### config.mk
export PLATFORM = sky130hd
export DESIGN_NAME = axi_aw_ar_b_frontend
export DESIGN_NICKNAME = d
export VERILOG_FILES = /design/src/rtl/axi_aw_ar_b_frontend.sv
export SDC_FILE = /design/constraint.sdc
export NUM_CORES = 1
export LEC_CHECK = 0
export CORE_MARGIN = 10
export CORE_UTILIZATION = 59
export CTS_CLUSTER_DIAMETER = 120
export DETAILED_ROUTE_END_ITERATION = 12
export GPL_ROUTABILITY_DRIVEN = 1
export PLACE_DENSITY = 0.95
export SETUP_SLACK_MARGIN = 0.3
export SYNTH_ARGS = -nofsm -noshare
export SYNTH_HDL_FRONTEND = slang
export SYNTH_SLANG_ARGS = --single-unit
### constraint.sdc
create_clock -name clk -period 13.5 [get_ports clk]
set_clock_uncertainty 0.1 [all_clocks]
set_input_delay 2.7 -clock clk [delete_from_list [all_inputs] [get_ports clk]]
set_output_delay 2.7 -clock clk [all_outputs]
set_load 0.03 [all_outputs]
### src/rtl/axi_aw_ar_b_frontend.sv
// AXI4 AW/AR command front-end: holds one address per channel, arbitrates,
// splits bursts into native beats and returns B responses in AW order.
// Ports: clk/rst, AXI AW/AR slave channels, AXI B master channel,
// native command master channel, wburst_done completion pulse.
// Optional: define AXI_QOS_ARB_EN for qos-priority arbitration.
module axi_aw_ar_b_frontend #(
  parameter int DATA_BYTES = 32,
  parameter int BID_DEPTH  = 4
) (
  input  logic        clk,
  input  logic        rst,
  input  logic        axi_aw_valid,
  output logic        axi_aw_ready,
  input  logic        axi_aw_first,
  input  logic        axi_aw_last,
  input  logic [31:0] axi_aw_payload_addr,
  input  logic [1:0]  axi_aw_payload_burst,
  input  logic [7:0]  axi_aw_payload_len,
  input  logic [3:0]  axi_aw_payload_size,
  input  logic [1:0]  axi_aw_payload_lock,
  input  logic [2:0]  axi_aw_payload_prot,
  input  logic [3:0]  axi_aw_payload_cache,
  input  logic [3:0]  axi_aw_payload_qos,
  input  logic        axi_aw_payload_id,
  input  logic        axi_ar_valid,
  output logic        axi_ar_ready,
  input  logic        axi_ar_first,
  input  logic        axi_ar_last,
  input  logic [31:0] axi_ar_payload_addr,
  input  logic [1:0]  axi_ar_payload_burst,
  input  logic [7:0]  axi_ar_payload_len,
  input  logic [3:0]  axi_ar_payload_size,
  input  logic [1:0]  axi_ar_payload_lock,
  input  logic [2:0]  axi_ar_payload_prot,
  input  logic [3:0]  axi_ar_payload_cache,
  input  logic [3:0]  axi_ar_payload_qos,
  input  logic        axi_ar_payload_id,
  output logic        axi_b_valid,
  input  logic        axi_b_ready,
  output logic        axi_b_first,
  output logic        axi_b_last,
  output logic [1:0]  axi_b_payload_resp,
  output logic        axi_b_payload_id,
  output logic        native_cmd_valid,
  input  logic        native_cmd_ready,
  output logic        native_cmd_first,
  output logic        native_cmd_last,
  output logic        native_cmd_payload_we,
  output logic        native_cmd_payload_mw,
  output logic [31:0] native_cmd_payload_addr,
  output logic        native_cmd_id,
  input  logic        wburst_done
);

  localparam int WS = $clog2(DATA_BYTES);
  localparam int PW = $clog2(BID_DEPTH);

  typedef struct packed {
    logic [31:0] addr;
    logic [1:0]  burst;
    logic [7:0]  len;
    logic [3:0]  size;
    logic [3:0]  qos;
    logic        id;
  } cmd_t;

  typedef enum logic {IDLE, ISSUE} state_t;
  typedef enum logic [1:0] {
    M_FIXED, M_INCR, M_WRAP
  } mode_t;

  function automatic logic wrap_ok(input logic [7:0] l);
    return (l == 8'd1) || (l == 8'd3) ||
           (l == 8'd7) || (l == 8'd15);
  endfunction

  cmd_t   aw_q, ar_q, sel;
  logic   aw_full, ar_full;
  logic   aw_hs, ar_hs, cmd_hs, b_hs;
  logic   aw_err;
  logic   load, pick_aw, last_aw;
  state_t state, state_n;

  logic [31:0] e_addr, e_next, step, mask, inc;
  logic [7:0]  e_len, beat;
  logic [3:0]  e_size, sel_size;
  mode_t       e_mode, sel_mode;
  logic        e_id, e_we, is_last;

  logic [1:0]  mem [BID_DEPTH];
  logic [PW:0] wp, rp, count, cnt;
  logic        f_full, f_empty, cnt_inc;
  logic [1:0]  head;

  // ---------------- acceptance ----------------
  assign f_full  = (count == (PW+1)'(BID_DEPTH));
  assign f_empty = (count == '0);

  assign axi_aw_ready = !rst && !aw_full && !f_full;
  assign axi_ar_ready = !rst && !ar_full;
  assign aw_hs = axi_aw_valid && axi_aw_ready;
  assign ar_hs = axi_ar_valid && axi_ar_ready;

  assign aw_err =
    (axi_aw_payload_burst == 2'd3) ||
    (axi_aw_payload_size > 4'(WS)) ||
    ((axi_aw_payload_burst == 2'd2) &&
     !wrap_ok(axi_aw_payload_len));

  // ---------------- arbitration ----------------
  assign load = (state == IDLE) && (aw_full || ar_full);

  always_comb begin
    pick_aw = 1'b0;
    if (aw_full && !ar_full)
      pick_aw = 1'b1;
    else if (aw_full && ar_full) begin
`ifdef AXI_QOS_ARB_EN
      if (aw_q.qos > ar_q.qos)
        pick_aw = 1'b1;
      else if (ar_q.qos > aw_q.qos)
        pick_aw = 1'b0;
      else
        pick_aw = !last_aw;
`else
      pick_aw = !last_aw;
`endif
    end
  end

  assign sel = pick_aw ? aw_q : ar_q;

  // Reserved bursts and illegal WRAP lengths run as INCR.
  always_comb begin
    sel_mode = M_INCR;
    unique case (1'b1)
      (sel.burst == 2'd0):
        sel_mode = M_FIXED;
      (sel.burst == 2'd2) && wrap_ok(sel.len):
        sel_mode = M_WRAP;
      default:
        sel_mode = M_INCR;
    endcase
  end

  assign sel_size = (sel.size > 4'(WS)) ?
                    4'(WS) : sel.size;

  always_ff @(posedge clk or posedge rst) begin
    if (rst) begin
      aw_full <= 1'b0;
      ar_full <= 1'b0;
      aw_q    <= '0;
      ar_q    <= '0;
      last_aw <= 1'b1;
    end else begin
      if (aw_hs) begin
        aw_full <= 1'b1;
        aw_q <= '{addr:  axi_aw_payload_addr,
                  burst: axi_aw_payload_burst,
                  len:   axi_aw_payload_len,
                  size:  axi_aw_payload_size,
                  qos:   axi_aw_payload_qos,
                  id:    axi_aw_payload_id};
      end else if (load && pick_aw)
        aw_full <= 1'b0;
      if (ar_hs) begin
        ar_full <= 1'b1;
        ar_q <= '{addr:  axi_ar_payload_addr,
                  burst: axi_ar_payload_burst,
                  len:   axi_ar_payload_len,
                  size:  axi_ar_payload_size,
                  qos:   axi_ar_payload_qos,
                  id:    axi_ar_payload_id};
      end else if (load && !pick_aw)
        ar_full <= 1'b0;
      if (load)
        last_aw <= pick_aw;
    end
  end

  // ---------------- burst engine ----------------
  assign cmd_hs  = native_cmd_valid && native_cmd_ready;
  assign is_last = (beat == e_len);

  always_ff @(posedge clk or posedge rst) begin
    if (rst) state <= IDLE;
    else     state <= state_n;
  end

  always_comb begin
    state_n = state;
    unique case (state)
      IDLE:  if (load) state_n = ISSUE;
      ISSUE: if (cmd_hs && is_last) state_n = IDLE;
      default: state_n = IDLE;
    endcase
  end

  // WRAP keeps the bits above the (len+1)<<size window.
  assign step = 32'd1 << e_size;
  assign mask = (({24'd0, e_len} + 32'd1) << e_size)
                - 32'd1;
  assign inc  = e_addr + step;

  always_comb begin
    e_next = inc;
    unique case (e_mode)
      M_FIXED: e_next = e_addr;
      M_WRAP:  e_next = (e_addr & ~mask) | (inc & mask);
      default: e_next = inc;
    endcase
  end

  always_ff @(posedge clk or posedge rst) begin
    if (rst) begin
      e_addr <= '0;
      e_len  <= '0;
      e_size <= '0;
      e_mode <= M_INCR;
      e_id   <= 1'b0;
      e_we   <= 1'b0;
      beat   <= '0;
    end else if (load) begin
      e_addr <= sel.addr;
      e_len  <= sel.len;
      e_size <= sel_size;
      e_mode <= sel_mode;
      e_id   <= sel.id;
      e_we   <= pick_aw;
      beat   <= '0;
    end else if (cmd_hs) begin
      e_addr <= e_next;
      beat   <= beat + 8'd1;
    end
  end

  assign native_cmd_valid = (state == ISSUE);
  assign native_cmd_first = native_cmd_valid &&
                            (beat == 8'd0);
  assign native_cmd_last  = native_cmd_valid && is_last;
  assign native_cmd_payload_we   = e_we;
  assign native_cmd_payload_mw   = 1'b0;
  assign native_cmd_payload_addr = e_addr >> WS;
  assign native_cmd_id           = e_id;

  // ---------------- B path ----------------
  assign count = wp - rp;
  assign head  = mem[rp[PW-1:0]];
  assign b_hs  = axi_b_valid && axi_b_ready;
  // Completions beyond the outstanding writes are dropped.
  assign cnt_inc = wburst_done && (cnt < count);

  always_ff @(posedge clk) begin
    if (aw_hs)
      mem[wp[PW-1:0]] <= {axi_aw_payload_id, aw_err};
  end

  always_ff @(posedge clk or posedge rst) begin
    if (rst) begin
      wp  <= '0;
      rp  <= '0;
      cnt <= '0;
    end else begin
      if (aw_hs) wp <= wp + 1'b1;
      if (b_hs)  rp <= rp + 1'b1;
      if (cnt_inc && !b_hs)
        cnt <= cnt + 1'b1;
      else if (b_hs && !cnt_inc)
        cnt <= cnt - 1'b1;
    end
  end

  assign axi_b_valid = !f_empty && (cnt != '0);
  assign axi_b_first = axi_b_valid;
  assign axi_b_last  = axi_b_valid;
  assign axi_b_payload_id   = axi_b_valid && head[1];
  assign axi_b_payload_resp = (axi_b_valid && head[0]) ?
                              2'b10 : 2'b00;

  logic unused_ok;
`ifdef AXI_QOS_ARB_EN
  assign unused_ok = ^{axi_aw_first, axi_aw_last,
    axi_aw_payload_lock, axi_aw_payload_prot,
    axi_aw_payload_cache, axi_ar_first, axi_ar_last,
    axi_ar_payload_lock, axi_ar_payload_prot,
    axi_ar_payload_cache};
`else
  assign unused_ok = ^{axi_aw_first, axi_aw_last,
    axi_aw_payload_lock, axi_aw_payload_prot,
    axi_aw_payload_cache, axi_ar_first, axi_ar_last,
    axi_ar_payload_lock, axi_ar_payload_prot,
    axi_ar_payload_cache, aw_q.qos, ar_q.qos};
`endif

endmodule

==> impl_metrics.env <==
export IMPL_maxCapViolCount=0
export IMPL_cts_tree="built"
export IMPL_gp_congestion=0.969
export IMPL_routedWlPerCell_um=21.3
export IMPL_crit_fanout=7
export IMPL_hp_start="aw_q[21]"
export IMPL_cts_buffer_depth=2
export IMPL_first_global_vias=9949
export IMPL_antenna_found_initial=0
export IMPL_yosysWarnings=0
export IMPL_synthTopCellsByArea="dfrtp_1 37%, nand2_1 9.3%, mux2_2 5.3%, ha_1 3.3%, buf_4 2.6%"
export IMPL_r2r_cells=11
export IMPL_syn_inst=1240
export IMPL_hpwl_um=23200
export IMPL_htree_num_levels=4
export IMPL_drc=0
export IMPL_grt_use_met3_pct=6.31
export IMPL_cpMaxStageDelayCell="clkdlybuf4s50_1"
export IMPL_drt_vias_per_instance=6.46
export IMPL_finalHoldViolCount=0
export IMPL_cts_root_buffer="clkbuf_16"
export IMPL_grt_use_met1_pct=33.4
export IMPL_holdPathStages=2
export IMPL_critPathBufInv=2
export IMPL_crit_top_cell="clkdlybuf4s50_1"
export IMPL_num_rows=49
export IMPL_postLayoutCellArea_mm2=0.0127
export IMPL_synth_edff_count=8
export IMPL_antenna_left=0
export IMPL_synth_simple_gate_area_share_pct=23.1
export IMPL_grt_max_degree=86
export IMPL_cts_hold_buf=0
export IMPL_fin_ws_ns=5.93
export IMPL_dr_first_iter_drc_count=1167
export IMPL_timing_rr_start="e_size[1]"
export IMPL_syn_to_final_growth_pct=16.3
export IMPL_tightest_slew_ns=1.26
export IMPL_start_util_pct=60.4
export IMPL_ys_dominant_reg_cell="dfrtp_1"
export IMPL_crit_chain="clkdlybuf4s50_1 -> a311oi_1 -> clkdlybuf4s50_1"
export IMPL_grt_util_all_layers_pct=26.7
export IMPL_place_area_mm2=0.0121
export IMPL_cts_buffers_inserted=17
export IMPL_fin_crit_ns=7.57
export IMPL_vias=10000
export IMPL_post_cts_resized=0
export IMPL_postCtsSetupBuffers=0
export IMPL_drv_slew=0
export IMPL_synth_xor_area_share_pct=4.10
export IMPL_setup_viol=0
export IMPL_status="finished, final reports clean"
export IMPL_dieHeight_um=156
export IMPL_synthArstFlopShare_pct=95.3
export IMPL_worstSetupStartpointType="primary input"
export IMPL_crit_family="buffers and inverters"
export IMPL_routed_wirelength_um=32900
export IMPL_maxSlewHeadroom_pct=16.0
export IMPL_core_area_mm2=0.0180
export IMPL_die_width_um=156
export IMPL_syn_mean_instance_area_um2=8.78
export IMPL_syn_area_mm2=0.0109
export IMPL_cpPeakStageDelay_ns=0.82
export IMPL_drt_pass1_iterations=6
export IMPL_crit_cells=3
export IMPL_grt_overflow=0
export IMPL_synth_top_area_share_pct=37.0
export IMPL_synthAdderAreaFrac_pct=3.89
export IMPL_cellPowerDensity_mw_per_mm2=237
export IMPL_synth_top_family_by_area="simple AND/OR/NAND/NOR gates"
export IMPL_diodes=0
export IMPL_critPathCaptureType="primary output"
export IMPL_die_area_mm2=0.0243
export IMPL_drive_gt1_share_pct=9.17
export IMPL_irDropWorstVdd_mv=0.233
export IMPL_synth_cell_types=86
export IMPL_clkTransAtPathRegs_ns=0.06
export IMPL_cp_startpoint="rst"
export IMPL_io_pins=177
export IMPL_grt_busiest_layer="met2"
export IMPL_grt_pass1_wl_um=52600
export IMPL_nNetsFinal=1469
export IMPL_yosysSeqAreaShare_pct=39.7
export IMPL_synth_common_cells="271 x nand2_1, 161 x dfrtp_1, 76 x nor2_1"
export IMPL_met2_usage_pct=44.2
export IMPL_fmax_mhz=132
export IMPL_leakagePower_nw=5.55
export IMPL_numPortBuffers=139
export IMPL_synth_top_area_cell="dfrtp_1"
export IMPL_hold_class="reg -> reg"
export IMPL_crit_type="in -> out"
export IMPL_yosysMostFrequentCell="nand2_1"
export IMPL_worstPathArrival_ns=4.77
export IMPL_ys_ff_latch=171
export IMPL_synth_mux_area_share_pct=7.35
export IMPL_clock_latency_ns=0.45
export IMPL_setup_tns_ns=0
export IMPL_cp_data_required_time_ns=10.70
export IMPL_rsz0062_at_grt="false"
export IMPL_synth_compound_area_share_pct=15.4
export IMPL_whs_ns=0.380
export IMPL_dp_worst_setup_slack_ns=6.02
export IMPL_clock_sinks=171
export IMPL_total_power_mw=3.01
export IMPL_timing_final_crit_share_pct=56.1
-- per-layer routing --
metal / wire, um / vias to the layer above / part of all wire, %
met5: 0 / - / 0
met4: 932 / 0 / 2.8
met3: 3230 / 88 / 9.8
met2: 16200 / 538 / 49
li1: - / 4500 / -
met1: 12600 / 4876 / 38
-- cell families (layout without fill, tap and decap cells) --
logic type / Yosys count / count (layout)
other cells: 1 / 7
compound gates: 243 / 243
simple gates: 535 / 535
buf+inv: 136 / 209
mux: 71 / 71
flops: 171 / 171
fa+ha+maj: 32 / 32
xor+xnor: 51 / 51
-- cells in the final DEF, fill, tap and decap left out, types with 17 or more instances in the layout --
| master | instances |
|---|---|
| mux2_2 | 51 |
| a21oi_1 | 56 |
| inv_1 | 22 |
| mux2i_1 | 18 |
| a31oi_1 | 28 |
| nor2_1 | 75 |
| xor2_1 | 30 |
| nor3_1 | 25 |
| ha_1 | 29 |
| clkbuf_16 | 17 |
| nand2_1 | 271 |
| xnor2_1 | 21 |
| a211oi_1 | 20 |
| clkdlybuf4s50_1 | 139 |
| nand3_1 | 24 |
| dfrtp_1 | 161 |
| and3_1 | 33 |
| nor4_1 | 20 |
| o21ai_0 | 37 |
-- area by class of cell --
| type | instances | area (um2) |
|---|---|---|
| flip-flops and latches | 171 | 4320 |
| repair buffers | 150 | 1470 |
| fillers | 1271 | 5370 |
| well taps | 229 | 287 |
| inverters | 27 | 106 |
| clock inverters | 11 | 111 |
| clock buffers | 21 | 460 |
| multi-input cells | 939 | 5900 |
-- metrics by stage --
stage / util (%) / instances
final: 70.2 / 1548
after global routing: 70.2 / 1548
after CTS: 70.2 / 1548
after detailed placement: 67.0 / 1516
after global placement: 67.0 / 1516
after floorplan: - / 1246
-- worst reg2reg max path, stage by stage, from the launching register on --
cell and delay [ns]:
dfrtp_1 0.77, clkinv_1 0.63, nor4_1 0.49, ha_1 0.33, o21a_1 0.18, a21oi_1 0.29
o21ai_0 0.27, a2111o_1 0.49, a21o_1 0.23, o21ai_0 0.96, a2111oi_0 0.17, a211oi_1 0.31
-- path summary, 6_finish.rpt --
kind / to / slack, ns
max in group asynchronous: async pin / 9.03
max: axi_aw_ready / 5.93
min: aw_q[21] / 0.38
max reg2reg: flop / 8.18
min reg2reg: aw_q[21] / 0.38
min in group asynchronous: rp[2] / 2.73
-- power by group --
part           total, mW  internal (mW)  switching (mW)  leakage (nW)
clock network      0.487          0.267           0.220         0.274
logic               1.54          0.614           0.924          3.22
registers          0.980          0.745           0.235          2.06
(Power assumes the default switching activity.)
